--- config.mk ---
export PLATFORM = sky130hd
export DESIGN_NAME = ram_master
export DESIGN_NICKNAME = d
export VERILOG_FILES = /design/src/rtl/ram_master_pkg.sv /design/src/rtl/ram_master_addr_seq.sv /design/src/rtl/ram_master.sv
export SDC_FILE = /design/constraint.sdc
export NUM_CORES = 1
export LEC_CHECK = 0
export BUFFER_PORTS_ARGS = -buffer_cell sky130_fd_sc_hd__buf_2
export CAP_MARGIN = 0
export CORE_UTILIZATION = 53
export CTS_BUF_LIST = sky130_fd_sc_hd__clkbuf_2 sky130_fd_sc_hd__clkbuf_4 sky130_fd_sc_hd__clkbuf_8
export DETAILED_ROUTE_END_ITERATION = 16
export HOLD_SLACK_MARGIN = 0.15
export PLACE_DENSITY_LB_ADDON = 0.3
export REMOVE_ABC_BUFFERS = 1
export SLEW_MARGIN = 20
export SYNTH_ARGS = -nofsm -noshare
export SYNTH_HDL_FRONTEND = slang
export SYNTH_SLANG_ARGS = --single-unit
--- constraint.sdc ---
create_clock -name clk -period 2.7 [get_ports clk]
set_input_delay 0.405 -clock clk [delete_from_list [all_inputs] [get_ports clk]]
set_output_delay 0.405 -clock clk [all_outputs]
set_load 0.01 [all_outputs]
--- src/rtl/ram_master_pkg.sv ---
// Shared types for the ram_master initiator: FSM state encoding and its width.
// Optional build macro used by ram_master: RAM_MASTER_BOUNDS_CHK_EN.
package ram_master_pkg;

  // Width of the FSM state register, independent of the RAM geometry.
  localparam int ST_W = 2;

  typedef enum logic [ST_W-1:0] {
    IDLE    = 2'd0,
    WRITE   = 2'd1,
    RD_ADDR = 2'd2,
    RESP    = 2'd3
  } state_t;

endpackage

--- src/rtl/ram_master_addr_seq.sv ---
// ram_addr_seq: loadable RAM address register with MEMORY_SIZE wrap and the
// burst remaining-word down-counter. `last` flags the final word of a burst.
module ram_addr_seq #(
  parameter int ADDR_SIZE   = 4,
  parameter int MEMORY_SIZE = 8
) (
  input  logic                 clk,
  input  logic                 rst,
  input  logic                 load,
  input  logic [ADDR_SIZE-1:0] load_addr,
  input  logic [ADDR_SIZE-1:0] load_len,
  input  logic                 advance,
  output logic [ADDR_SIZE-1:0] addr,
  output logic                 last
);

  // Last valid RAM index; reaching it wraps the address back to zero.
  localparam logic [ADDR_SIZE-1:0] WRAP_ADDR = ADDR_SIZE'(MEMORY_SIZE - 1);

  logic [ADDR_SIZE-1:0] addr_reg;
  logic [ADDR_SIZE-1:0] remain_reg;

  // Load on request accept, step address and count once per delivered word.
  always_ff @(posedge clk) begin
    if (rst) begin
      addr_reg   <= '0;
      remain_reg <= '0;
    end else if (load) begin
      addr_reg   <= load_addr;
      remain_reg <= load_len;
    end else if (advance) begin
      addr_reg   <= (addr_reg == WRAP_ADDR) ? '0 : addr_reg + ADDR_SIZE'(1);
      remain_reg <= remain_reg - ADDR_SIZE'(1);
    end
  end

  assign addr = addr_reg;
  assign last = (remain_reg == '0);

endmodule

--- src/rtl/ram_master.sv ---
// ram_master: client-facing initiator for the single-port async-read ram.
// Single-word writes and burst reads, one request in flight at a time.
// Optional macro RAM_MASTER_BOUNDS_CHK_EN: reject start addresses that are
// outside the RAM with a one-cycle err pulse instead of executing them.
module ram_master
  import ram_master_pkg::*;
#(
  parameter int ADDR_SIZE   = 4,
  parameter int WORD_SIZE   = 8,
  parameter int MEMORY_SIZE = 8
) (
  input  logic                 clk,
  input  logic                 rst,
  input  logic                 req_valid,
  output logic                 req_ready,
  input  logic                 req_wr,
  input  logic [ADDR_SIZE-1:0] req_addr,
  input  logic [ADDR_SIZE-1:0] req_len,
  input  logic [WORD_SIZE-1:0] req_wdata,
  output logic                 rsp_valid,
  input  logic                 rsp_ready,
  output logic [WORD_SIZE-1:0] rsp_data,
  output logic                 rsp_last,
  output logic                 err,
  output logic [ADDR_SIZE-1:0] ram_addr,
  output logic [WORD_SIZE-1:0] ram_data_in,
  input  logic [WORD_SIZE-1:0] ram_data_out,
  output logic                 ram_wr,
  output logic                 ram_cs
);

  state_t               state_reg;
  logic [WORD_SIZE-1:0] wdata_reg;
  logic [WORD_SIZE-1:0] rsp_data_reg;
  logic                 rsp_valid_reg;
  logic                 rsp_last_reg;
  logic                 err_reg;

  logic                 req_fire;
  logic                 addr_ok;
  logic                 seq_load;
  logic                 seq_advance;
  logic [ADDR_SIZE-1:0] seq_addr;
  logic                 seq_last;

  assign req_ready = (state_reg == IDLE) && !rst;
  assign req_fire  = req_valid && req_ready;

`ifdef RAM_MASTER_BOUNDS_CHK_EN
  // Start address must fall inside the RAM for the request to execute.
  assign addr_ok = (int'(req_addr) < MEMORY_SIZE);
`else
  assign addr_ok = 1'b1;
`endif

  // Address only moves to the next word once the current one was taken.
  assign seq_load    = req_fire && addr_ok;
  assign seq_advance = (state_reg == RESP) && rsp_ready && !seq_last;

  ram_addr_seq #(
    .ADDR_SIZE   (ADDR_SIZE),
    .MEMORY_SIZE (MEMORY_SIZE)
  ) u_addr_seq (
    .clk       (clk),
    .rst       (rst),
    .load      (seq_load),
    .load_addr (req_addr),
    .load_len  (req_len),
    .advance   (seq_advance),
    .addr      (seq_addr),
    .last      (seq_last)
  );

  // Request/response FSM with registered response and error outputs.
  always_ff @(posedge clk) begin
    if (rst) begin
      state_reg     <= IDLE;
      wdata_reg     <= '0;
      rsp_data_reg  <= '0;
      rsp_valid_reg <= 1'b0;
      rsp_last_reg  <= 1'b0;
      err_reg       <= 1'b0;
    end else begin
      err_reg <= 1'b0;
      case (state_reg)
        IDLE: begin
          if (req_fire) begin
            wdata_reg <= req_wdata;
            if (!addr_ok) begin
              err_reg <= 1'b1;
            end else if (req_wr) begin
              state_reg <= WRITE;
            end else begin
              state_reg <= RD_ADDR;
            end
          end
        end
        WRITE: begin
          state_reg <= IDLE;
        end
        RD_ADDR: begin
          // Async RAM read settles within the cycle; capture it here so the
          // response stays stable however long the client stalls.
          rsp_data_reg  <= ram_data_out;
          rsp_valid_reg <= 1'b1;
          rsp_last_reg  <= seq_last;
          state_reg     <= RESP;
        end
        RESP: begin
          if (rsp_ready) begin
            rsp_valid_reg <= 1'b0;
            rsp_last_reg  <= 1'b0;
            state_reg     <= seq_last ? IDLE : RD_ADDR;
          end
        end
        default: begin
          state_reg <= IDLE;
        end
      endcase
    end
  end

  assign rsp_valid   = rsp_valid_reg;
  assign rsp_data    = rsp_data_reg;
  assign rsp_last    = rsp_last_reg;
  assign err         = err_reg;

  // RAM pins come only from registered state, address and data.
  assign ram_cs      = (state_reg == WRITE) || (state_reg == RD_ADDR);
  assign ram_wr      = (state_reg == WRITE);
  assign ram_addr    = seq_addr;
  assign ram_data_in = wdata_reg;

endmodule
==> metrics.md, run 1 <==
| Metric | Value |
|---|---|
| Initial DRT Pass Iterations | `4` |
| Congestion Overflow GR | `0` |
| Number of top-level pins | `55` |
| Clock Sinks | `28` |
| Hold Path Class | `input port to register` |
| Clk slew on worst S/H paths | `0.15 ns` |
| Max-Cap Viols | `0` |
| Finished Cell Area | `0.00163 mm2` |
| LEAKAGE | `0.773 nW` |
| Reg2Reg Launch Point | `state_reg[0]` |
| Cts hold-fix bufs | `0` |
| Postcts setup bufs | `0` |
| Worst VDD drop | `0.516 mV` |
| Synth cell count leaders | `28 x dfxtp_1, 20 x nand2_1, 17 x nor2_1` |
| Vias/cell | `5.39` |
| First-pass GRT wire length | `4530 um` |
| Post-Layout Cell Count | `roughly 230` |
| Critical Path AT | `around 2.4 ns` |
| Req. time, crit path | `a little under 3 ns` |
| Core area | `between 0.002 and 0.0025 mm2` |
| Port Buf Inserts | `53` |
| GPL Wtd Cong | `0.787` |
| FF-to-FF End | `u_addr_seq.remain_reg[2]` |
| Max Slew Vio Count | `0` |
| Status | `completed` |
| Crit start category | `register` |
| Post-synthesis mux area share | `0.0598` |
| Pwr per Cell Area | `819 mW/mm2` |
| Nets | `236` |
| Final min period | `2.13 ns` |
| Slew HR | `0.517` |
| Proportion of netlist area held by the largest area contributor | `0.418` |
| Ys Warns | `0` |
| Post-synthesis cell count | `154` |
| Post-synthesis compound-gate area fraction | `0.134` |
| Inst Count DP | `224` |
| Diodes inserted | `0` |
| Clk buf depth | `2` |
| Chip width | `52.3 um` |
| Maximum clock rate | `470 MHz` |
| Worst slew pin tran | `0.723 ns` |
| Via count | `between 1000 and 1500` |
| Drt wl/cell | `12.4 um` |
| XOR/XNOR share of the synthesized area | `0` |
| Fill cell count | `195` |
| Skew final | `0.0120 ns` |
| Final hold viol count | `0` |
| Final period util | `0.787` |
| Cell with the most instances after synthesis | `dfxtp_1` |
| Critical setup path kind | `register to register` |
| Asr flop ratio synth | `0` |
| Post-synth cell types | `34` |
| Largest family of logic cells by synthesized area | `simple AND/OR/NAND/NOR gates` |
| R2r worst-path depth | `5` |
| # resized after CTS | `0` |
| DRC viols | `0` |
| Iter 0 DRT Violations | `15` |
| Post-DP HPWL | `between 2000 and 2500 um` |
| Crit path from | `state_reg[0]` |
| CTS buffer count | `3` |
| Die height | `between 50 and 60 um` |
| Initial core utilization | `0.583` |
| H-tree depth reported by CTS | `1` |
| Register-to-register setup slack | `0.57 ns` |
| Initial antenna violation count | `0` |
| Sum of buffers and inverters on the critical path | `1` |
| Core Rows | `17` |
| Remaining antenna violation count | `0` |
| Cell area after synthesis | `about 0.0013 mm2` |
| Largest delay contributor family on the critical path | `simple AND/OR/NAND/NOR gates` |
| Total Routing Usage GR | `0.223` |
| EDFF count, synth | `0` |
| Critical Path Max Stage Delay | `roughly 0.57 ns` |
| CP Capture Type | `register` |
| Sequential share of the synthesized area | `0.418` |
| Crit-path cells | `inv_1, ha_1, nand3b_1, and4_2, nor4_1` |
| Worst-skew pair later-pin latency | `around 0.32 ns` |
| Post-synth top area cell | `dfxtp_1` |
| CTS tree | `built` |
| Die area | `0.00273 mm2` |
| Final Setup Violations | `0` |
| Setup TNS | `0 ns` |
| WL final | `2820 um` |
| Hold_sp | `req_wdata[3]` |
| Share of cells above drive strength 1 | `0.295` |
| Cells on Worst Hold Path | `3` |
| Vias in the first global route | `~1100` |
| CTS Root Cell | `clkbuf_4` |
| Post-synth top flop | `dfxtp_1` |
| Synth Area in Simple Gates | `0.282` |
| Top post-synthesis cells by area | `dfxtp_1 42%, mux2i_1 6.0%, ha_1 5.6%, nand2_1 5.6%, nand3b_1 5.0%` |
| Largest net degree at the start of global routing | `34` |
| Avg Cell Area, Syn | `between 8 and 9 um2` |
| Hold Crit Endpoint | `ram_data_in[3]` |
| Unrepaired setup endpoints after global routing | `false` |
| Max Fanout on Critical Path | `21` |
| Post-synthesis register bit count | `28` |
| CP max-delay cell | `nand3b_1` |
| Area growth syn-to-layout | `21.8%` |
| Synth Area in Adders | `0.0560` |
| Placement Cell Area | `0.00160 mm2` |
==> metal layers <==
layer  global-route usage  wire length (um)
met5                    0                 0
met4               0.0789                31
met3               0.0377               130
met2                0.409              1330
met1                0.256              1330
==> kinds of logic after synthesis <==
family | Yosys count
AND/OR/NAND/NOR | 70
flip-flops | 28
AO/OA/AOI/OAI | 25
buffers and inverters | 16
multiplexers | 8
adder cells (fa/ha/maj) | 6
other | 1
==> layout make-up <==
| class | count | area [um2] | area share |
|---|---|---|---|
| clock buffers | 4 | 36.3 | 0.0222 |
| multi-input cells | 110 | 716 | 0.439 |
| repair buffers | 53 | 265 | 0.163 |
| inverters | 5 | 18.8 | 0.0115 |
| well taps | 28 | 35.0 | 0.0215 |
| flip-flops and latches | 28 | 561 | 0.344 |
==> placed cells by master (no fill, tap or decap), types with 3 or more instances in the layout <==
cell type   n
buf_2      53
dfxtp_1    28
nand2_1    20
nor2_1     17
nand3b_1    9
mux2i_1     8
a311oi_1    7
ha_1        6
inv_1       5
o21ai_0     5
nor2b_1     4
a21oi_1     4
or4_1       3
nand3_1     3
clkbuf_4    3
==> stage by stage <==
step                      setup WS [ns]  hold slack [ns]  utilization  power, mW
after floorplan                   0.924            0.474            -      0.960
after global placement            0.614            0.464        0.694       1.12
after detailed placement          0.544            0.460        0.694       1.15
after CTS                         0.530            0.245        0.710       1.35
after global routing              0.309            0.245        0.710       1.43
final                             0.574            0.249        0.710       1.34
==> power by group <==
part	internal (mW)	switching [mW]
clock network	0.0824	0.117
logic	0.247	0.318
registers	0.507	0.0647
total	0.837	0.500
==> worst min-delay path, stage by stage <==
cell and delay, ns:
buf_2 0.07, nand2_1 0.04, nand2_1 0.04
==> how the worst max path moves through the flow <==
stage,end,slack [ns],cells past startpoint
after floorplan,u_addr_seq.remain_reg[2],0.92,5
after global placement,u_addr_seq.remain_reg[2],0.61,4
after detailed placement,u_addr_seq.remain_reg[2],0.54,5
after CTS,u_addr_seq.remain_reg[2],0.53,5
after global routing,u_addr_seq.remain_reg[2],0.31,5
final,u_addr_seq.remain_reg[2],0.57,5
Power figures use the tool's default switching activity.
==> run 2: changes to the inputs <==
--- a/config.mk
+++ b/config.mk
@@ -7,7 +7,7 @@
 export LEC_CHECK = 0
 export BUFFER_PORTS_ARGS = -buffer_cell sky130_fd_sc_hd__buf_2
 export CAP_MARGIN = 0
-export CORE_UTILIZATION = 53
+export CORE_UTILIZATION = 44
 export CTS_BUF_LIST = sky130_fd_sc_hd__clkbuf_2 sky130_fd_sc_hd__clkbuf_4 sky130_fd_sc_hd__clkbuf_8
 export DETAILED_ROUTE_END_ITERATION = 16
 export HOLD_SLACK_MARGIN = 0.15
==> constraint.sdc (replaced) <==
create_clock -name clk -period 1.8 [get_ports clk]
set_input_delay 0.27 -clock clk [delete_from_list [all_inputs] [get_ports clk]]
set_output_delay 0.27 -clock clk [all_outputs]
set_load 0.01 [all_outputs]
==> run 2 against run 1 <==
The run now ends with design-rule violations left; hold slack worse by 0.082 ns; setup slack worse by 0.48 ns; final cell count up 7.0%; via count is 3.7% higher; wire length is 14% higher; first-iteration DRC count rose to 2.9 times the previous value; clock power grew 23%; sequential share of layout area down 2.2 points; cell area grew 7.4%; clock skew is 0.0097 ns lower; count of clock-buffer cells in the layout shrank 1; critical endpoint is now u_addr_seq.remain_reg[3]; largest cell class unchanged.
==> metrics.md, run 2 (synthesis gave the netlist of run 1 again) <==
| Metric | Value |
|---|---|
| Share of cells above drive strength 1 | `0.315` |
| CTS tree | `built` |
| Port Buf Inserts | `53` |
| Register-to-register setup slack | `0.1 ns` |
| Core Rows | `19` |
| Clock Sinks | `28` |
| Critical Path AT | `1.94 ns` |
| Iter 0 DRT Violations | `44` |
| Failing checks | `design-rule violations` |
| Final min period | `about 1.7 ns` |
| Crit start category | `register` |
| Pwr per Cell Area | `1170 mW/mm2` |
| Nets | `250` |
| Max Fanout on Critical Path | `9` |
| Worst-skew pair later-pin latency | `between 0.3 and 0.4 ns` |
| Initial core utilization | `0.474` |
| CTS Root Cell | `clkbuf_4` |
| Initial antenna violation count | `0` |
| Setup TNS | `0 ns` |
| Diodes inserted | `0` |
| Largest net degree at the start of global routing | `18` |
| CP Capture Type | `register` |
| GPL Wtd Cong | `0.766` |
| DRC viols | `2` |
| Vias/cell | `5.23` |
| Req. time, crit path | `about 2.0 ns` |
| Hold Path Class | `input port to register` |
| CTS buffer count | `3` |
| Utilization after layout | `0.619` |
| Drt wl/cell | `13.1 um` |
| Fill cell count | `around 240` |
| First-pass GRT wire length | `~5000 um` |
| Number of top-level pins | `between 50 and 60` |
| LEAKAGE | `0.826 nW` |
| Hold_sp | `req_len[1]` |
| Slack of the critical path | `0.0957 ns` |
| Clk buf depth | `2` |
| R2r worst-path depth | `5` |
| Final Setup Violations | `0` |
| Max-Cap Viols | `0` |
| Area growth syn-to-layout | `30.7%` |
| Congestion Overflow GR | `0` |
| WL final | `3200 um` |
| Remaining antenna violation count | `0` |
| FF-to-FF End | `u_addr_seq.remain_reg[3]` |
| Commonest non-fill, non-tap cell in the layout | `buf_2` |
| Chip width | `between 50 and 60 um` |
| Unrepaired setup endpoints after global routing | `false` |
| Initial DRT Pass Iterations | `11` |
| Commonest non-fill, non-tap cells in the layout | `53 x buf_2, 26 x dfxtp_1, 20 x nand2_1` |
| Vias in the first global route | `1153` |
| Dpl ws | `0.130 ns` |
| Die height | `around 57 um` |
| Die area | `around 0.0033 mm2` |
| Worst VDD drop | `between 0.6 and 0.7 mV` |
| Core area | `0.00283 mm2` |
| Total Routing Usage GR | `0.200` |
| Via count | `1276` |
| Critical setup path kind | `register to register` |
| H-tree depth reported by CTS | `1` |
| Maximum clock rate | `587 MHz` |
| Max Slew Vio Count | `0` |
| Clk slew on worst S/H paths | `0.13 ns` |
| Reg2Reg Launch Point | `u_addr_seq.remain_reg[0]` |
| Cells on Worst Hold Path | `3` |
| Final period util | `0.947` |
| Final hold viol count | `0` |
| Hold Crit Endpoint | `u_addr_seq.remain_reg[1]` |
| Status | `complete, but fails checks` |
| Skew final | `roughly 0.0023 ns` |
| Post-DP HPWL | `2320 um` |
[run 2: changes by cell type in the layout (fill, tap and decap cells not counted), sizes merged]
cell / delta
buf: +6
clkbuf: -1
dlygate4sd3: +8
[run 2: metal layers]
layer  global-route usage  part of all wire  vias up
met2                0.361              0.50       40
met4               0.0418            0.0062        0
met3               0.0499             0.050        4
met5                    0                 0        -
met1                0.239              0.44      572
li1                     -                 -      660
[run 2: report_power, final]
| group | switching (mW) | internal (mW) | total [mW] |
|---|---|---|---|
| clock network | 0.168 | 0.0784 | 0.246 |
| registers | 0.103 | 0.766 | 0.868 |
| logic | 0.506 | 0.429 | 0.935 |
[run 2: per-stage QoR]
stage	cells	area [um2]	hold slack, ns	power, mW
floorplan	143	1290	0.339	1.44
global placement	233	1640	0.453	1.74
CTS	244	1750	0.159	2.06
finish	244	1750	0.166	2.05
global route	244	1750	0.161	2.20
detailed placement	233	1640	0.459	1.79
[run 2: worst max-delay path by stage]
| stage | start | end | slack (ns) |
|---|---|---|---|
| final | u_addr_seq.remain_reg[0] | u_addr_seq.remain_reg[3] | 0.1 |
| after global routing | u_addr_seq.remain_reg[0] | u_addr_seq.remain_reg[3] | 0.01 |
| after CTS | state_reg[0] | req_ready | 0.02 |
| after detailed placement | u_addr_seq.remain_reg[0] | u_addr_seq.remain_reg[3] | 0.13 |
| after global placement | u_addr_seq.remain_reg[0] | u_addr_seq.remain_reg[3] | 0.19 |
| after floorplan | state_reg[0] | u_addr_seq.remain_reg[2] | 0.02 |
[run 2: layout make-up]
| type | instances | area, um2 | area share |
|---|---|---|---|
| multi-input combinational | 110 | 718 | 0.410 |
| sequential | 28 | 563 | 0.321 |
| timing repair buffer | 67 | 390 | 0.223 |
| tap | 31 | 38.8 | 0.0221 |
| clock buffer | 3 | 22.5 | 0.0129 |
| inverter | 5 | 18.8 | 0.0107 |
[run 2: timing repair]
| action | 4_1_cts | 5_1_grt |
|---|---|---|
| resized for setup | 0 | 3 |
| endpoints found under the setup margin | 0 | 3 |
| setup buffers | 0 | 0 |
| hold endpoints to repair | 8 | 0 |
| hold buffers | 8 | 0 |
[run 2: critical path, cell delays in order, from the launching register on]
cell and delay [ns]:
dfxtp_1 0.36, inv_1 0.06, ha_1 0.22, nor3b_2 0.21, or4_1 0.50, a311oi_1 0.26
